$ cat src/rtl/level_meter.sv
// Per-instrument level meter: frame-rate attack/decay smoothing with peak hold,
// rendered as vertical bar graphs for the HDMI overlay mixer.
module level_meter #(
    parameter int INSTRUMENT_COUNT = 3,
    parameter int SETTLE_CYCLES    = 16,
    parameter int DECAY_STEP       = 4,
    parameter int PEAK_HOLD_FRAMES = 30,
    parameter int PEAK_FALL_STEP   = 2,
    parameter int BAR_X0           = 64,
    parameter int BAR_WIDTH        = 64,
    parameter int BAR_GAP          = 16,
    parameter int BAR_BOTTOM       = 700
) (
    input  logic                          clk_pixel,
    input  logic                          rst,
    input  logic                          new_frame,
    input  logic [8*INSTRUMENT_COUNT-1:0] max_sample_intensity,
    input  logic [10:0]                   hcount,
    input  logic [9:0]                    vcount,
    output logic [8*INSTRUMENT_COUNT-1:0] level,
    output logic [8*INSTRUMENT_COUNT-1:0] peak,
    output logic                          update_done,
    output logic                          bar_on,
    output logic                          peak_on,
    output logic [1:0]                    bar_index
);

    localparam int IDX_W  = (INSTRUMENT_COUNT > 1) ? $clog2(INSTRUMENT_COUNT) : 1;
    localparam int CNT_W  = (SETTLE_CYCLES > 1) ? $clog2(SETTLE_CYCLES) : 1;
    localparam int HOLD_W = $clog2(PEAK_HOLD_FRAMES + 1);

    typedef enum logic [1:0] {
        IDLE,
        WAIT,
        UPDATE
    } state_t;

    state_t             state_q, state_d;
    logic [CNT_W-1:0]   cnt_q, cnt_d;
    logic [IDX_W-1:0]   idx_q, idx_d;
    logic               done_q, done_d;
    logic               do_update;

    logic [7:0]         level_q [INSTRUMENT_COUNT];
    logic [7:0]         peak_q  [INSTRUMENT_COUNT];
    logic [HOLD_W-1:0]  hold_q  [INSTRUMENT_COUNT];

    logic [7:0]         in_s, lvl_s, pk_s;
    logic [HOLD_W-1:0]  hold_s;
    logic [7:0]         lvl_dec, pk_dec, lvl_n, pk_n;
    logic [HOLD_W-1:0]  hold_n;

    logic               bar_on_q, bar_on_d;
    logic               peak_on_q, peak_on_d;
    logic [1:0]         bar_idx_q, bar_idx_d;
    int                 px0, pd;

    always_ff @(posedge clk_pixel) begin
        if (rst) begin
            state_q <= IDLE;
            cnt_q   <= '0;
            idx_q   <= '0;
            done_q  <= 1'b0;
        end else begin
            state_q <= state_d;
            cnt_q   <= cnt_d;
            idx_q   <= idx_d;
            done_q  <= done_d;
        end
    end

    // A new_frame in any state restarts the settle wait; it wins over an update in the same cycle.
    always_comb begin
        state_d   = state_q;
        cnt_d     = cnt_q;
        idx_d     = idx_q;
        done_d    = 1'b0;
        do_update = 1'b0;
        if (new_frame) begin
            state_d = WAIT;
            cnt_d   = '0;
            idx_d   = '0;
        end else begin
            case (state_q)
                WAIT: begin
                    if (cnt_q == CNT_W'(SETTLE_CYCLES - 1)) begin
                        state_d = UPDATE;
                        idx_d   = '0;
                    end else begin
                        cnt_d = cnt_q + 1'b1;
                    end
                end
                UPDATE: begin
                    do_update = 1'b1;
                    if (idx_q == IDX_W'(INSTRUMENT_COUNT - 1)) begin
                        state_d = IDLE;
                        done_d  = 1'b1;
                    end else begin
                        idx_d = idx_q + 1'b1;
                    end
                end
                default: ;
            endcase
        end
    end

    always_comb begin
        in_s   = '0;
        lvl_s  = '0;
        pk_s   = '0;
        hold_s = '0;
        for (int i = 0; i < INSTRUMENT_COUNT; i++) begin
            if (idx_q == IDX_W'(i)) begin
                in_s   = max_sample_intensity[8*i +: 8];
                lvl_s  = level_q[i];
                pk_s   = peak_q[i];
                hold_s = hold_q[i];
            end
        end

        lvl_dec = (lvl_s >= 8'(DECAY_STEP)) ? lvl_s - 8'(DECAY_STEP) : 8'd0;
        pk_dec  = (pk_s >= 8'(PEAK_FALL_STEP)) ? pk_s - 8'(PEAK_FALL_STEP) : 8'd0;
        lvl_n   = (in_s > lvl_dec) ? in_s : lvl_dec;

        // Falling peak never drops below the new level, keeping peak >= level.
        if (in_s >= pk_s) begin
            pk_n   = in_s;
            hold_n = HOLD_W'(PEAK_HOLD_FRAMES);
        end else if (hold_s != '0) begin
            pk_n   = pk_s;
            hold_n = hold_s - 1'b1;
        end else begin
            pk_n   = (lvl_n > pk_dec) ? lvl_n : pk_dec;
            hold_n = hold_s;
        end
    end

    always_ff @(posedge clk_pixel) begin
        if (rst) begin
            for (int i = 0; i < INSTRUMENT_COUNT; i++) begin
                level_q[i] <= '0;
                peak_q[i]  <= '0;
                hold_q[i]  <= '0;
            end
        end else if (do_update) begin
            for (int i = 0; i < INSTRUMENT_COUNT; i++) begin
                if (idx_q == IDX_W'(i)) begin
                    level_q[i] <= lvl_n;
                    peak_q[i]  <= pk_n;
                    hold_q[i]  <= hold_n;
                end
            end
        end
    end

    // Pixel path reads live registers, so a bar may change mid-scan during an update.
    always_comb begin
        bar_on_d  = 1'b0;
        peak_on_d = 1'b0;
        bar_idx_d = 2'd0;
        px0       = 0;
        pd        = BAR_BOTTOM - int'(vcount);
        for (int i = 0; i < INSTRUMENT_COUNT; i++) begin
            px0 = BAR_X0 + i * (BAR_WIDTH + BAR_GAP);
            if (int'(hcount) >= px0 && int'(hcount) < px0 + BAR_WIDTH) begin
                bar_idx_d = 2'(i);
                if (int'(vcount) <= BAR_BOTTOM) begin
                    bar_on_d  = pd < int'(level_q[i]);
                    peak_on_d = (peak_q[i] != 8'd0) && (pd == int'(peak_q[i]) - 1);
                end
            end
        end
    end

    always_ff @(posedge clk_pixel) begin
        if (rst) begin
            bar_on_q  <= 1'b0;
            peak_on_q <= 1'b0;
            bar_idx_q <= 2'd0;
        end else begin
            bar_on_q  <= bar_on_d;
            peak_on_q <= peak_on_d;
            bar_idx_q <= bar_idx_d;
        end
    end

    for (genvar g = 0; g < INSTRUMENT_COUNT; g++) begin : g_pack
        assign level[8*g +: 8] = level_q[g];
        assign peak[8*g +: 8]  = peak_q[g];
    end

    assign update_done = done_q;
    assign bar_on      = bar_on_q;
    assign peak_on     = peak_on_q;
    assign bar_index   = bar_idx_q;

endmodule

$ cat config.mk
export PLATFORM = sky130hd
export DESIGN_NAME = level_meter
export DESIGN_NICKNAME = d
export VERILOG_FILES = /design/src/rtl/level_meter.sv
export SDC_FILE = /design/constraint.sdc
export NUM_CORES = 1
export LEC_CHECK = 0
export ABC_CLOCK_PERIOD_IN_PS = 7100
export CORE_ASPECT_RATIO = 0.9
export CORE_MARGIN = 2
export CORE_UTILIZATION = 40
export CTS_BUF_LIST = sky130_fd_sc_hd__clkbuf_2
export DETAILED_ROUTE_END_ITERATION = 10
export SLEW_MARGIN = 25
export SYNTH_ARGS = -nofsm -noshare
export SYNTH_HDL_FRONTEND = slang
export SYNTH_SLANG_ARGS = --single-unit
$ cat constraint.sdc
create_clock -name clk_pixel -period 7.1 [get_ports clk_pixel]
set_clock_uncertainty 0.2 [all_clocks]
set_input_delay 1.42 -clock clk_pixel [delete_from_list [all_inputs] [get_ports clk_pixel]]
set_output_delay 1.42 -clock clk_pixel [all_outputs]
set_load 0.1 [all_outputs]
# Yosys cells after proc, flatten, opt, wreduce, memory -nomap -nowiden
# Memories as Yosys holds them, arrays and structs flattened.
# Cells that the tools add are included.
[classes]
order_cmp = 15
reduce_logical = 20
n_bitwise = 11
n_addsub = 9
n_eq_ne = 13
muxes = 66
[op_table]
columns = ["cell", "n"]
rows = [
  ["$mux W8", 21],
  ["$mux W5", 8],
  ["$eq A11 B9 Y1", 3],
  ["$lt A11 B9 Y1", 3],
  ["$mux W1", 30],
  ["$sub A8 B1 Y9 const B", 3],
  ["$reduce_bool A8 Y1", 3],
  ["$ge A11 B8 Y1 const B", 2],
  ["$lt A11 B8 Y1 const B", 2],
  ["$gt A8 B8 Y1", 2],
  ["$ge A11 B7 Y1 const B", 1],
  ["$lt A11 B9 Y1 const B", 1],
  ["$sub A10 B10 Y11 const A", 1],
  ["$le A10 B10 Y1 const B", 1],
  ["$mux W2", 5],
  ["$or A1 B1 Y1", 9],
  ["$reduce_and A3 Y1", 3],
  ["$ge A8 B2 Y1 const B", 1],
  ["$ge A8 B3 Y1 const B", 1],
  ["$ge A8 B8 Y1", 1],
  ["$pmux W2 S2", 2],
  ["$sub A8 B2 Y8 const B", 1],
  ["$sub A8 B3 Y8 const B", 1],
  ["$logic_and A1 B1 Y1", 6],
  ["16 further kinds", 23],
]
[word_totals]
ff_bits = 13
output_inout_bits = 53
input_bits = 48
ram_bits = 63
mem_count = 3
wordCells = 146
[memory_table]
columns = ["memory", "depth", "width", "read_ports", "rd_ports_with_merged_regs", "write_ports", "line", "source"]
rows = [
  ["level_q", 3, 8, 3, 0, 3, "44", "logic [7:0] level_q [INSTRUMENT_COUNT];"],
  ["peak_q", 3, 8, 3, 0, 3, "45", "logic [7:0] peak_q [INSTRUMENT_COUNT];"],
  ["hold_q", 3, 5, 3, 0, 3, "46", "logic [HOLD_W-1:0] hold_q [INSTRUMENT_COUNT];"],
]

# Logic depth before layout (Yosys ltp)
# Gate-level depths: netlist (run 1).
[depth]
word_depth = 13
depth_mapped = 25
depth_no_buf = 22

# Worst setup path after synthesis (run 1)
# Ideal clock, no wire load.
[synth_path]
path_type = "input -> register"
from = "input max_sample_intensity[6]"
to = "memory peak_q[1][6] (netlist: peak_q[0][14]), data pin"
cell_stages = 19
setup_time_ps = 213
path_slack_ps = 1956
arrival_ps = 4731
cell_sequence = "nand3b_1 -> a21oi_1 -> a21oi_1 -> inv_1 -> ha_1 -> nand4_1 -> nor2_1 -> a21oi_1 -> nor2_2 -> mux2_2 -> inv_1 -> ha_1 -> nand3_1 -> nor2_1 -> a32oi_1 -> nand2_1 -> nor2_1 -> nand2_1 -> a221oi_1"
[synth_lines]
columns = ["item", "line", "source"]
rows = [
  ["start, declared", "17", "input logic [8*INSTRUMENT_COUNT-1:0] max_sample_intensity,"],
  ["end, declared", "45", ""],
]

==> reports/summary.txt, run 1 <==
Status -> complete, no violations
Setup Fix Bufs, Post-CTS -> 0
Port Buffer Count -> 96
Drt first pass iters -> 4
Least-Margin Pin Slew -> 1.01 ns
Clk root buf -> clkbuf_2
CP endpoint kind -> flop
Post-CTS sizing -> 0
Via count -> 5281
Sequential fraction of the synthesis area -> 34.5%
Clk slew on worst S/H paths -> 0.21 ns
DRC viols -> 0
Critical path's most frequent cell -> a21oi_1
Worst Path Required -> 7.19 ns
Met3 usage -> 3.55%
Top Usage Layer GRT -> met2
Final core utilization -> 48.7%
Commonest non-fill, non-tap cell in the layout -> clkdlybuf4s50_1
Slew Limit Headroom -> 32.5%
Final min period -> 6.38 ns
Maximum vdd drop -> 63.9 uV
Post-Route WL -> 17.3 mm
CP startpoint kind -> flop
RSZ-0062 raised after global routing -> no
Synthesized flop and latch total -> 76
CP max-delay cell -> ha_2
Area leader, netlist -> edfxtp_1
Reg2reg path depth -> 20
Share of the synthesized area in the top cell type -> 30.3%
DR WL/cell -> 18.1 um
Final Max Tran Viols -> 0
Final nets -> 851
H-Tree Depth -> 3
Via density -> 5.53
Hold path depth -> 2
CP peak stage delay -> 0.61 ns
Synth Instances -> 659
Worst skew pair latency -> 0.58 ns
Cell Pwr Density -> 146 mW/mm^2
Warning count from the yosys run -> 0
Synthesized area per cell -> 9.46 um^2
Main synth FF type -> edfxtp_1
CP Depth -> 20
Final hold vios -> 0
CTS tree -> built
Delay-heaviest family, CP -> compound AO/OA/AOI/OAI gates
Area Overhead vs Synth -> 19.8%
Synth area leaders -> edfxtp_1 30%, ha_1 11%, xnor2_1 5.2%
DRT iter0 DRCs -> 322
Vias in the first global route -> 5232
Max Fanout on Critical Path -> 34
Hold buffers post-CTS -> 0
Power share of the clock group -> 21.7%
Antenna violations before repair -> 1
Post-synth EDFFs -> 63
Final setup fails -> 0
Max_cap viols -> 0
DP Wirelength -> 13.4 mm
Clk buf depth -> 2
Starting Density -> 40.7%
Crit path DAT -> 6.46 ns
Commonest non-fill, non-tap cells in the layout -> 96 x clkdlybuf4s50_1, 63 x edfxtp_1, 62 x a21oi_1
Die ar. -> 0.0166 mm^2
Switch Pwr -> 0.000386 W
Fmax -> 157 MHz
M1 GR Usage -> 27.8%
Pleak -> 2.84 nW
Post-detailed-route count of antenna-violating nets -> 0
Ratio of cells with drive above 1 in the final layout -> 9.16%
Setup TNS -> 0 ns
Met2 Use GR -> 35.8%
Internal power -> 0.000707 W
Total CTS buffers -> 9
Buf/Inv on CP -> 3
Number of diodes -> 0
Die Y -> 122 um
Core area -> 0.0153 mm^2
Logic pwr share -> 31.7%
Period utilisation layout -> 89.8%
Pin count of the biggest net entering global routing -> 35
Worst hold path type -> flop to flop
Syn Std Cell Area -> 0.00624 mm^2
Std-Cell Rows -> 43
DIE WIDTH -> 136 um
Global-route wire length before repair -> 27.2 mm
Layout fillers -> 1454
Reg power frac -> 46.6%
Switch share -> 35.3%
Synth cell types -> 82
Synth async-reset ratio -> 0%
Critical Path, Cell by Cell -> inv_1, ha_2, buf_4, nand3b_1, a21oi_1, a21oi_1, inv_1, ha_1, a21oi_1, a211oi_1, nor2_2, mux2i_4, ha_1, a21o_1, a21oi_1, o2111ai_1, nand2_1, and3_4, a211oi_1, a221oi_1
Gpl congestion -> 0.885
Total gr overflow -> 0
Kind of critical path -> flop to flop
Clock sinks -> 76
Syn nets -> 762
Io pins -> 101
GRT Util Overall -> 21.4%
[final cells by class]
cell class	count	area, um^2	share of cell area [%]
Multi-Input combinational cell	500	3720	49.8
Sequential cell	76	2150	28.8
Timing Repair Buffer	103	1010	13.6
Tap cell	202	253	3.38
Inverter	58	218	2.91
Clock inverter	6	62.6	0.837
Clock buffer	10	50.0	0.670
[flip-flops by register name, indices dropped and copies added (netlist names)]
register and count:
state_q 2, level_q 24, peak_q 24, bar_on 1, update_done 1, bar_index 2, idx_q 2, cnt_q 4
hold_q 15, peak_on 1
[cells by family after synthesis]
family,Yosys count,share of synthesized area [%]
AOI/OAI and AO/OA,174,19.3
adders and majority gates,55,11.0
xor gates and xnor gates,50,7.68
and+or+nand+nor,206,18.7
muxes,15,2.79
buffers and inverters,83,5.98
DFF,76,34.5
[power by group through the flow]
stage               Sequential [W]  Clock, W  Combinational, W
finish                    0.000509  0.000237          0.000347
global route              0.000512  0.000265          0.000378
CTS                       0.000510  0.000246          0.000347
detailed placement        0.000520         0          0.000345
global placement          0.000519         0          0.000339
floorplan                 0.000587         0          0.000175
[synth_stat cells, types with 9 or more instances]
master	number
edfxtp_1	63
a21oi_1	62
inv_1	57
ha_1	55
nand2_1	46
nor2_1	37
xnor2_1	37
nand3b_1	24
nand3_1	20
a21o_1	16
o21ai_0	16
dfxtp_1	13
nor2b_1	13
buf_2	10
nand2b_1	9
xor2_1	9
[worst paths after layout]
kind,start,to,slack (ns)
max,idx_q[1],peak_q[0][19],0.72
min,cnt_q[1],cnt_q[1],0.30
max reg2reg,idx_q[1],peak_q[0][19],0.72
min reg2reg,cnt_q[1],cnt_q[1],0.30
[worst reg2reg max path, cell delays in order (launching register included)]
cell,delay [ns]
dfxtp_1,0.38
inv_1,0.08
ha_2,0.61
buf_4,0.39
nand3b_1,0.15
a21oi_1,0.06
a21oi_1,0.43
inv_1,0.16
ha_1,0.36
a21oi_1,0.23
a211oi_1,0.14
nor2_2,0.48
mux2i_4,0.39
ha_1,0.28
a21o_1,0.18
a21oi_1,0.27
o2111ai_1,0.22
nand2_1,0.26
and3_4,0.26
a211oi_1,0.07
a221oi_1,0.53
[stage by stage]
stage	std cells	area [um^2]	hold slack (ns)	total power [W]	worst slack, ns
detailed placement	939	7360	0.276	0.000864	0.539
global route	955	7470	0.320	0.00115	0.256
CTS	955	7470	0.300	0.00110	0.802
floorplan	659	6240	0.253	0.000761	1.96
global placement	939	7360	0.267	0.000858	0.687
finish	955	7470	0.299	0.00109	0.725
[per-layer routing]
metal | vias to the layer above | wire length (um)
met4 | 0 | 358
met5 | - | 0
li1 | 2598 | -
met1 | 2506 | 7570
met3 | 23 | 1120
met2 | 154 | 8210
Power figures use the tool's default switching activity.
==> inputs of run 2 (changes only) <==
==> constraint.sdc (replaced) <==
create_clock -name clk_pixel -period 7.1 [get_ports clk_pixel]
set_clock_uncertainty 0.2 [all_clocks]
set_input_delay 1.42 -clock clk_pixel [delete_from_list [all_inputs] [get_ports clk_pixel]]
set_output_delay 1.42 -clock clk_pixel [all_outputs]
set_load 0.02 [all_outputs]
==> results of run 2 <==
Same layout as run 1 (identical final DEF). Status: complete, no violations.
Among the figures that moved: total power 0.00109 W -> 0.00103 W
==> inputs of run 3 (changes only) <==
--- a/config.mk
+++ b/config.mk
@@ -8,9 +8,10 @@
 export ABC_CLOCK_PERIOD_IN_PS = 7100
 export CORE_ASPECT_RATIO = 0.9
 export CORE_MARGIN = 2
-export CORE_UTILIZATION = 40
+export CORE_UTILIZATION = 42
 export CTS_BUF_LIST = sky130_fd_sc_hd__clkbuf_2
 export DETAILED_ROUTE_END_ITERATION = 10
+export PLACE_DENSITY = 0.65
 export SLEW_MARGIN = 25
 export SYNTH_ARGS = -nofsm -noshare
 export SYNTH_HDL_FRONTEND = slang
==> run 3 against run 2 <==
First-iteration DRC count up 24%. Sequential share of layout area is essentially flat. Critical path depth is 1 higher. Global-route usage rose by 0.77 points.
==> reports/summary.txt, run 3 (synthesis results as in run 1) <==
Status -> complete, no violations
Via count -> 5339
Dpl cell area -> 0.00735 mm^2
Top Usage Layer GRT -> met2
Critical R2R Launch -> idx_q[1]
Final Max Tran Viols -> 0
Pleak -> 2.86 nW
Starting Density -> 42.7%
Maximum vdd drop -> 76.5 uV
Top flop regs -> level_q (24), peak_q (24), hold_q (15)
Total gr overflow -> 0
Max Fanout on Critical Path -> 46
Cell Pwr Density -> 143 mW/mm^2
Drt first pass iters -> 5
DRT iter0 DRCs -> 400
Clk slew on worst S/H paths -> 0.20 ns
Met2 Use GR -> 37.1%
Std-Cell Rows -> 42
M1 GR Usage -> 29.2%
Port Buffer Count -> 96
Ratio of cells with drive above 1 in the final layout -> 9.03%
DIE WIDTH -> 132 um
Global-route wire length before repair -> 27.5 mm
Final hold vios -> 0
Commonest non-fill, non-tap cells in the layout -> 96 x clkdlybuf4s50_1, 63 x edfxtp_1, 62 x a21oi_1
H-Tree Depth -> 3
Met3 usage -> 4.60%
Layout fillers -> 1360
Fmax -> 160 MHz
Final nets -> 851
Reg2reg path depth -> 21
Final setup fails -> 0
Hold buffers post-CTS -> 0
DP Wirelength -> 13.3 mm
Kind of critical path -> flop to flop
Worst Path Required -> 7.22 ns
RR Endpoint -> peak_q[0][6]
Post-Route WL -> 17.4 mm
Worst hold path type -> flop to flop
Pin count of the biggest net entering global routing -> 47
Post-detailed-route count of antenna-violating nets -> 0
CP startpoint kind -> flop
RSZ-0062 raised after global routing -> no
Hold path depth -> 2
DRC viols -> 0
Die Y -> 120 um
Vias in the first global route -> 5256
Hold_sp -> cnt_q[1]
Io pins -> 101
DR WL/cell -> 18.2 um
Post-layout instance area -> 0.00748 mm^2
Placed cell count -> 935
CTS tree -> built
Least-Margin Pin Slew -> 1.02 ns
Crit path DAT -> 6.35 ns
Clk root buf -> clkbuf_2
Antenna violations before repair -> 1
Post-CTS sizing -> 0
GRT Util Overall -> 22.2%
Commonest non-fill, non-tap cell in the layout -> clkdlybuf4s50_1
Setup Fix Bufs, Post-CTS -> 0
Clk buf depth -> 2
R2r setup slk -> 0.87 ns
Max_cap viols -> 0
Die ar. -> 0.0158 mm^2
Total power -> 0.00107 W
Area Overhead vs Synth -> 20.0%
WHS Endpoint -> cnt_q[1]
Final Instance Count excl. Fillers -> 952
Clock sinks -> 76
Setup TNS -> 0 ns
Slew Limit Headroom -> 32.1%
Gpl congestion -> 0.941
Period utilisation layout -> 87.8%
Hold slack -> 0.299 ns
Core area -> 0.0146 mm^2
Worst skew pair latency -> 0.56 ns
Total CTS buffers -> 9
Via density -> 5.61
CP endpoint kind -> flop
Final min period -> 6.23 ns
-- run 3: cell count changes in the layout (fill, tap and decap cells not counted) --
| cell | previous run | this run |
|---|---|---|
| a21o_1 | 14 | 15 |
| a21o_2 | 2 | 1 |
| bufinv_16 | 1 | 2 |
| clkinv_2 | 1 | 3 |
| clkinvlp_4 | 2 | 0 |
| diode_2 | 0 | 1 |
| inv_6 | 1 | 0 |
-- run 3: worst max path at each step --
| stage | from | endpoint | cells past startpoint | slack (ns) |
|---|---|---|---|---|
| floorplan | max_sample_intensity[6] | peak_q[0][14] | 19 | 1.96 |
| global placement | max_sample_intensity[3] | peak_q[0][14] | 20 | 0.70 |
| detailed placement | max_sample_intensity[6] | peak_q[0][5] | 19 | 0.68 |
| CTS | idx_q[1] | peak_q[0][5] | 20 | 0.87 |
| global route | idx_q[1] | peak_q[0][21] | 20 | 0.33 |
| finish | idx_q[1] | peak_q[0][6] | 21 | 0.87 |
-- run 3: metrics by stage --
step | setup WS [ns] | utilization [%]
after floorplan | 1.96 | -
after global placement | 0.696 | 50.3
after detailed placement | 0.684 | 50.3
after CTS | 0.868 | 51.2
after global routing | 0.327 | 51.2
final | 0.866 | 51.2
-- run 3: critical path: stages, from the launching register on --
cell and delay (ns):
dfxtp_1 0.37, inv_1 0.09, ha_2 0.78, nand3b_1 0.21
a22oi_2 0.14, nor4_1 0.38, mux2_4 0.37, ha_1 0.30
nand4_1 0.13, nor2_1 0.17, a21oi_1 0.07, nor2_2 0.46
mux2_2 0.45, inv_1 0.07, ha_1 0.24, nand3_1 0.11
nor2_1 0.05, a32oi_1 0.26, nand2_1 0.22, nor2_1 0.31
nand2_1 0.10, a221oi_1 0.47
-- run 3: cell type report --
class | count | area [um^2] | area share (%)
clock buffers | 10 | 50.0 | 0.669
well taps | 198 | 248 | 3.31
inverters | 58 | 218 | 2.91
multi-input cells | 500 | 3720 | 49.7
repair buffers | 103 | 1010 | 13.5
diodes | 1 | 2.50 | 0.0334
flip-flops and latches | 76 | 2150 | 28.8
clock inverters | 6 | 78.8 | 1.05
-- run 3: routing by layer --
metal / routed length, um / part of all wire [%]
met1: 8090 / 47
met2: 8080 / 47
met3: 915 / 5.3
met4: 274 / 1.6
met5: 0 / 0
-- run 3: power by group --
| group | internal [W] | switching [W] | total (W) |
|---|---|---|---|
| Sequential | 0.000495 | 0.0000151 | 0.000510 |
| Combinational | 0.000131 | 0.000157 | 0.000288 |
| Clock | 0.000115 | 0.000154 | 0.000269 |
| Total | 0.000741 | 0.000326 | 0.00107 |
